[src/rtl/multicycle_cpu_core.sv]
// Multi-cycle MIPS-subset core: one shared ALU, one unified memory port.
// FETCH/DECODE/EXEC/MEM/WB sequencing with req/ready memory handshake.
//
// Ports:
//   clk, rst          clock; synchronous active-high reset
//   mem_req/mem_we    request valid / write strobe (both 0 while rst)
//   mem_addr          byte address (low ADDR_W bits)
//   mem_wdata         store data
//   mem_rdata         read data, valid while mem_ready=1
//   mem_ready         completes the transaction at the edge with mem_req
//   halted            core parked in HALT
//   fault             0 none, 1 illegal op/funct, 2 misaligned lw/sw
//   retired           completed-instruction counter (wraps)
//   dbg_pc            current PC register
module multicycle_cpu_core #(
  parameter logic [31:0] RESET_PC = 32'h0000_0000,
  parameter int unsigned ADDR_W   = 32,
  parameter int unsigned CNT_W    = 32
) (
  input  logic              clk,
  input  logic              rst,
  output logic              mem_req,
  output logic              mem_we,
  output logic [ADDR_W-1:0] mem_addr,
  output logic [31:0]       mem_wdata,
  input  logic [31:0]       mem_rdata,
  input  logic              mem_ready,
  output logic              halted,
  output logic [1:0]        fault,
  output logic [CNT_W-1:0]  retired,
  output logic [31:0]       dbg_pc
);

  typedef enum logic [2:0] {
    S_FETCH,
    S_DECODE,
    S_EXEC,
    S_MEM,
    S_WB,
    S_HALT
  } state_e;

  typedef enum logic [2:0] {
    ALU_ADD,
    ALU_SUB,
    ALU_AND,
    ALU_OR,
    ALU_SLT
  } alu_op_e;

  localparam logic [5:0] OP_R    = 6'b000000;
  localparam logic [5:0] OP_ADDI = 6'b001000;
  localparam logic [5:0] OP_LW   = 6'b100011;
  localparam logic [5:0] OP_SW   = 6'b101011;
  localparam logic [5:0] OP_BEQ  = 6'b000100;
  localparam logic [5:0] OP_J    = 6'b000010;

  localparam logic [5:0] FN_ADD = 6'b100000;
  localparam logic [5:0] FN_SUB = 6'b100010;
  localparam logic [5:0] FN_AND = 6'b100100;
  localparam logic [5:0] FN_OR  = 6'b100101;
  localparam logic [5:0] FN_SLT = 6'b101010;

  state_e state_q, state_d;
  logic [31:0] pc_q, pc_d;
  logic [31:0] ir_q, ir_d;
  logic [31:0] a_q, a_d;
  logic [31:0] b_q, b_d;
  logic [31:0] alu_q, alu_d;
  logic [31:0] mdr_q, mdr_d;
  logic [CNT_W-1:0] retired_q, retired_d;
  logic [1:0] fault_q, fault_d;
  logic [31:0] regs_q [32];

  logic        rf_we;
  logic [4:0]  rf_waddr;
  logic [31:0] rf_wdata;

  // Instruction fields
  logic [5:0]  op;
  logic [4:0]  rs, rt, rd;
  logic [5:0]  funct;
  logic [31:0] simm;
  logic [25:0] tgt;
  logic        unused_shamt;

  assign op           = ir_q[31:26];
  assign rs           = ir_q[25:21];
  assign rt           = ir_q[20:16];
  assign rd           = ir_q[15:11];
  assign funct        = ir_q[5:0];
  assign simm         = {{16{ir_q[15]}}, ir_q[15:0]};
  assign tgt          = ir_q[25:0];
  assign unused_shamt = ^ir_q[10:6];

  logic is_r, is_addi, is_lw, is_sw, is_beq, is_j;
  logic r_ok, legal;
  alu_op_e r_op;

  assign is_r    = (op == OP_R);
  assign is_addi = (op == OP_ADDI);
  assign is_lw   = (op == OP_LW);
  assign is_sw   = (op == OP_SW);
  assign is_beq  = (op == OP_BEQ);
  assign is_j    = (op == OP_J);

  always_comb begin
    r_ok = 1'b1;
    r_op = ALU_ADD;
    unique case (funct)
      FN_ADD:  r_op = ALU_ADD;
      FN_SUB:  r_op = ALU_SUB;
      FN_AND:  r_op = ALU_AND;
      FN_OR:   r_op = ALU_OR;
      FN_SLT:  r_op = ALU_SLT;
      default: r_ok = 1'b0;
    endcase
  end

  assign legal = (is_r & r_ok) | is_addi | is_lw
               | is_sw | is_beq | is_j;

  // Shared ALU: PC+4 in FETCH, branch target in DECODE,
  // operation / address / compare in EXEC.
  logic [31:0] alu_a, alu_b, alu_y;
  alu_op_e     alu_op;

  always_comb begin
    alu_a  = pc_q;
    alu_b  = 32'd4;
    alu_op = ALU_ADD;
    unique case (state_q)
      S_DECODE: alu_b = simm << 2;
      S_EXEC: begin
        alu_a = a_q;
        if (is_r) begin
          alu_b  = b_q;
          alu_op = r_op;
        end else if (is_beq) begin
          alu_b  = b_q;
          alu_op = ALU_SUB;
        end else begin
          alu_b = simm;
        end
      end
      default: ;
    endcase
  end

  always_comb begin
    alu_y = 32'd0;
    unique case (alu_op)
      ALU_ADD: alu_y = alu_a + alu_b;
      ALU_SUB: alu_y = alu_a - alu_b;
      ALU_AND: alu_y = alu_a & alu_b;
      ALU_OR:  alu_y = alu_a | alu_b;
      ALU_SLT: alu_y = {31'd0, $signed(alu_a) < $signed(alu_b)};
      default: alu_y = 32'd0;
    endcase
  end

  // Next-state and datapath control
  always_comb begin
    state_d   = state_q;
    pc_d      = pc_q;
    ir_d      = ir_q;
    a_d       = a_q;
    b_d       = b_q;
    alu_d     = alu_q;
    mdr_d     = mdr_q;
    retired_d = retired_q;
    fault_d   = fault_q;
    rf_we     = 1'b0;
    rf_waddr  = 5'd0;
    rf_wdata  = alu_q;
    unique case (state_q)
      S_FETCH: begin
        if (mem_ready) begin
          ir_d    = mem_rdata;
          pc_d    = alu_y;
          state_d = S_DECODE;
        end
      end
      S_DECODE: begin
        a_d   = regs_q[rs];
        b_d   = regs_q[rt];
        alu_d = alu_y;
        if (!legal) begin
          fault_d = 2'd1;
          state_d = S_HALT;
        end else if (is_j) begin
          pc_d      = {pc_q[31:28], tgt, 2'b00};
          retired_d = retired_q + CNT_W'(1);
          state_d   = S_FETCH;
        end else begin
          state_d = S_EXEC;
        end
      end
      S_EXEC: begin
        if (is_beq) begin
          // alu_y is A-B here; ALUOut still holds the target
          if (alu_y == 32'd0) pc_d = alu_q;
          retired_d = retired_q + CNT_W'(1);
          state_d   = S_FETCH;
        end else begin
          alu_d = alu_y;
          if ((is_lw | is_sw) && (alu_y[1:0] != 2'b00)) begin
            fault_d = 2'd2;
            state_d = S_HALT;
          end else if (is_lw | is_sw) begin
            state_d = S_MEM;
          end else begin
            state_d = S_WB;
          end
        end
      end
      S_MEM: begin
        if (mem_ready) begin
          if (is_sw) begin
            retired_d = retired_q + CNT_W'(1);
            state_d   = S_FETCH;
          end else begin
            mdr_d   = mem_rdata;
            state_d = S_WB;
          end
        end
      end
      S_WB: begin
        rf_we     = 1'b1;
        rf_waddr  = is_r ? rd : rt;
        rf_wdata  = is_lw ? mdr_q : alu_q;
        retired_d = retired_q + CNT_W'(1);
        state_d   = S_FETCH;
      end
      default: ;
    endcase
  end

  always_ff @(posedge clk) begin
    if (rst) begin
      state_q   <= S_FETCH;
      pc_q      <= RESET_PC;
      ir_q      <= 32'd0;
      a_q       <= 32'd0;
      b_q       <= 32'd0;
      alu_q     <= 32'd0;
      mdr_q     <= 32'd0;
      retired_q <= '0;
      fault_q   <= 2'd0;
      for (int i = 0; i < 32; i++) regs_q[i] <= 32'd0;
    end else begin
      state_q   <= state_d;
      pc_q      <= pc_d;
      ir_q      <= ir_d;
      a_q       <= a_d;
      b_q       <= b_d;
      alu_q     <= alu_d;
      mdr_q     <= mdr_d;
      retired_q <= retired_d;
      fault_q   <= fault_d;
      // $0 is never written, so it reads as zero
      if (rf_we && (rf_waddr != 5'd0)) regs_q[rf_waddr] <= rf_wdata;
    end
  end

  // Memory port; request is squashed combinationally during reset
  logic [31:0] addr_full;

  assign addr_full = (state_q == S_MEM) ? alu_q : pc_q;
  assign mem_addr  = addr_full[ADDR_W-1:0];
  assign mem_wdata = b_q;
  assign mem_req   = !rst && ((state_q == S_FETCH) || (state_q == S_MEM));
  assign mem_we    = !rst && (state_q == S_MEM) && is_sw;

  assign halted  = !rst && (state_q == S_HALT);
  assign fault   = fault_q;
  assign retired = retired_q;
  assign dbg_pc  = pc_q;

endmodule

[config.mk]
export PLATFORM = sky130hd
export DESIGN_NAME = multicycle_cpu_core
export DESIGN_NICKNAME = d
export VERILOG_FILES = /design/src/rtl/multicycle_cpu_core.sv
export SDC_FILE = /design/constraint.sdc
export NUM_CORES = 2
export LEC_CHECK = 0
export BUFFER_PORTS_ARGS = -buffer_cell sky130_fd_sc_hd__clkbuf_2
export CAP_MARGIN = 40
export CORE_ASPECT_RATIO = 0.6
export CORE_MARGIN = 8
export CORE_UTILIZATION = 40
export DETAILED_ROUTE_END_ITERATION = 8
export GPL_ROUTABILITY_DRIVEN = 1
export PLACE_DENSITY_LB_ADDON = 0.08
export SKIP_LAST_GASP = 1
export SYNTH_ARGS = -nofsm -noshare
export SYNTH_HDL_FRONTEND = slang
export SYNTH_SLANG_ARGS = --single-unit
export TNS_END_PERCENT = 50
[constraint.sdc]
create_clock -name clk -period 6.9 [get_ports clk]
set_input_delay 0.345 -clock clk [delete_from_list [all_inputs] [get_ports clk]]
set_output_delay 0.345 -clock clk [all_outputs]
set_load 0.05 [all_outputs]
==> run_results.csv <==
group,metric,value,unit
floorplan,die_area,181500,um2
timing,fin_skew,0.04098,ns
min_path,hold_start,"rst",
finish,design_area,76600,um2
placement,dp_hpwl,170100,um
cts,cts_root_buf,"clkbuf_16",
cts,htree_num_levels,3,
worst_setup_path,critPathKind,"flip-flop to flip-flop",
yosys,synth-main-ff-cell,"edfxtp_1",
worst_setup_path,reg2reg_depth,21,
worst_setup_path,r2r_start,"ir_q[31]$_SDFFE_PP0P_",
timing,setup-violations-final,0,
placement,dp_cells,7452,
min_path,min_path_type,"input port to flip-flop",
timing,fin_hold_ws,0.09720,ns
route,drtPass1Iterations,7,
worst_setup_path,endpoint_kind,"flip-flop",
worst_setup_path,worst-path-buf-inv,3,
worst_setup_path,cp_slowest_cell,"a311oi_1",
cts,numCtsBuffers,119,
timing,fin_crit_sh,95.83,%
floorplan,die_x,544.7,um
cts,path_clk_slew,0.07,ns
global_routing,gr-total-overflow,0,
yosys,yosysWarnings,0,
run_status,status,"finished clean",
timing,hold_violations,0,
power,power_density,280.5,nW/um2
worst_setup_path,critPathRequiredTime,7.56,ns
worst_setup_path,crit_chain,"or3_4, or2_1, mux2i_1, nor2_1, ha_1, fa_1, a211o_1, a311oi_1, o21ai_1, a21oi_1, o41ai_1, buf_4, a311oi_1, and4_1, o311ai_1, buf_4, nor2_1, and4_2, buf_12, o21ai_0, o311a_1",
cts,ctsHoldBuffers,32,
timing,worst-slew-pin-transition,1.121,ns
timing,slew_viol_final,0,
cts,cts_max_path_buffers,3,
route,via_per_inst,6.312,
timing,rsz0062_at_grt,"false",
yosys,synth_seq_cells,1253,
finish,drive_above_1_share,25.49,%
placement,place_area,71970,um2
floorplan,die_y,333.2,um
route,vias,48710,
yosys,syn_area,67080,um2
global_routing,track_usage,27.90,%
timing,slew_headroom,25.28,%
cts,tritoncts,"yes",
min_path,min_to,"fault[1]$_SDFFE_PP0P_",
worst_setup_path,crit_fanout,57,
timing,min_period,6.612,ns
floorplan,initial_core_util,40.26,%
global_routing,grt_max_degree,101,
run,drv_cap,0,
worst_setup_path,r2r_end,"dbg_pc[9]$_SDFFE_PP0P_",
cts,post_cts_resize_count,0,
worst_setup_path,cp-start-kind,"flip-flop",
timing,tns,0,ns
route,finalWirelength,260300,um
global_routing,antenna_found_initial,11,
cts,post_cts_buffers,0,
global_routing,grt_first_pass_wirelength,362500,um
yosys,postSynthAreaPerCell,12.68,um2
power,ir_worst_vdd,0.2108,mV
placement,port_buffers,167,
cts,clock_latency,0.77,ns
worst_setup_path,reg2reg_slack,0.29,ns
yosys,synth_edf_count,1024,
finish,final_nets,5500,
cts,cts.sinks,1253,
global_routing,grt_pass1_vias,46040,
floorplan,rows,116,
route,drtAntennaViolNets,0,
route,drt_iter0_markers,7063,
route,drc,0,
floorplan,core,166600,um2
placement,finalWeightedCongestion,0.9995,
timing,max_freq,0.1512,GHz
worst_setup_path,slowest_delay,0.71,ns
yosys,async_flop_share,0,%
power,power.total,21.49,mW
yosys,synth_cell_types,80,
floorplan,io_pins,168,
yosys,syn-instance-count,5290,
yosys,ys_seq_area_share,52.68,%
worst_setup_path,worstPathArrival,7.27,ns
min_path,holdPathStages,2,
finish,finalNonFillerCells,7717,
route,wl_per_cell,33.73,um
power,cellLeakagePower,25.87,nW
worst_setup_path,cp_top_family,"compound AO/OA/AOI/OAI gates",
finish,syn2layout_area_growth,14.20,%
sequential cells by signal, indices dropped and copies added (netlist names):
name,flops
regs_q,1024
a_q,32
alu_q,32
dbg_pc,32
ir_q,32
mdr_q,32
mem_wdata,32
retired,32
state_q,3
fault,2
worst max-delay path by stage:
stage	start	slack, ns	endpoint	depth (start not counted)
CTS	ir_q[31]$_SDFFE_PP0P_	0.57	dbg_pc[24]$_SDFFE_PP0P_	21
detailed placement	ir_q[31]$_SDFFE_PP0P_	0.58	dbg_pc[9]$_SDFFE_PP0P_	21
floorplan	ir_q[0]$_SDFFE_PP0P_	1.04	dbg_pc[31]$_SDFFE_PP0P_	24
global placement	ir_q[31]$_SDFFE_PP0P_	0.59	dbg_pc[14]$_SDFFE_PP0P_	21
finish	ir_q[31]$_SDFFE_PP0P_	0.29	dbg_pc[9]$_SDFFE_PP0P_	21
global route	ir_q[29]$_SDFFE_PP0P_	0.09	dbg_pc[24]$_SDFFE_PP0P_	21
metrics by stage:
stage	util, %	setup slack, ns
after floorplan	-	1.036
final	45.97	0.2877
after global placement	42.69	0.5891
after global routing	45.97	0.08897
after CTS	45.96	0.5684
after detailed placement	43.19	0.5821
power breakdown:
part	internal [mW]	leakage [nW]	switching, mW
Combinational	1.84	11.3	3.32
Clock	4.13	2.08	3.23
Sequential	8.53	12.4	0.445
worst reg2reg max path, stage by stage, from the launching register on:
cell and delay (ns):
dfxtp_1 0.37, or3_4 0.44, or2_1 0.50, mux2i_1 0.26, nor2_1 0.10, ha_1 0.29
fa_1 0.52, a211o_1 0.32, a311oi_1 0.71, o21ai_1 0.25, a21oi_1 0.55, o41ai_1 0.16
buf_4 0.18, a311oi_1 0.35, and4_1 0.24, o311ai_1 0.14, buf_4 0.19, nor2_1 0.11
and4_2 0.25, buf_12 0.26, o21ai_0 0.20, o311a_1 0.15
layer usage:
layer  wire [um]  track usage, %
met5          74               0
met4        7224           6.987
met3       30880           8.428
met1      116200           43.27
met2      105900           37.79
cell type report:
class	instances	area [um2]
clock inverter	84	1085
inverter	111	416.7
clock buffer	144	3208
sequential	1253	35370
timing repair buffer	434	3623
tap	2242	2805
multi-input combinational	3446	30090
antenna	3	7.507
fill	15020	90020
synthesized netlist by cell type, types with 24 or more instances:
master       n  area [um2]
nor2_1    1240        4654
edfxtp_1  1024       30750
mux4_2     640       14410
clkbuf_1   432        1622
nand2_1    386        1449
dfxtp_1    229        4584
a21oi_1    185       925.9
mux2i_1    135        1351
inv_1      110       412.9
a211oi_1   107       803.3
ha_1        98        1226
o21ai_0     90       450.4
buf_1       69       259.0
nor3_1      36       180.2
nand3_1     34       170.2
mux2_2      31       349.1
a221oi_1    29       254.0
o311a_1     28       280.3
o21a_1      24       180.2
cells in the final DEF (no fill, tap or decap), types with 34 or more instances in the layout:
| master | Yosys | final |
|---|---|---|
| a21oi_1 | 185 | 185 |
| mux4_2 | 640 | 640 |
| nand2_1 | 386 | 323 |
| mux2i_1 | 135 | 103 |
| nand2_2 | 0 | 63 |
| ha_1 | 98 | 98 |
| nor3_1 | 36 | 36 |
| o21ai_0 | 90 | 90 |
| nand3_1 | 34 | 34 |
| clkbuf_16 | 0 | 124 |
| edfxtp_1 | 1024 | 1024 |
| clkbuf_2 | 0 | 166 |
| inv_1 | 110 | 112 |
| nor2_1 | 1240 | 1240 |
| buf_4 | 3 | 188 |
| dfxtp_1 | 229 | 218 |
| a211oi_1 | 107 | 107 |
kinds of logic (layout without fill, tap and decap cells):
family / count (synthesis) / in the layout / synth area share, %
simple gates: 1840 / 1840 / 11.07
flops: 1253 / 1253 / 52.68
buf+inv: 622 / 773 / 3.539
fa+ha+maj: 100 / 100 / 1.888
compound gates: 636 / 636 / 6.385
xor+xnor: 32 / 32 / 0.4178
other cells: 1 / 35 / 0.005591
mux: 806 / 806 / 24.02
Power figures use the tool's default switching activity.
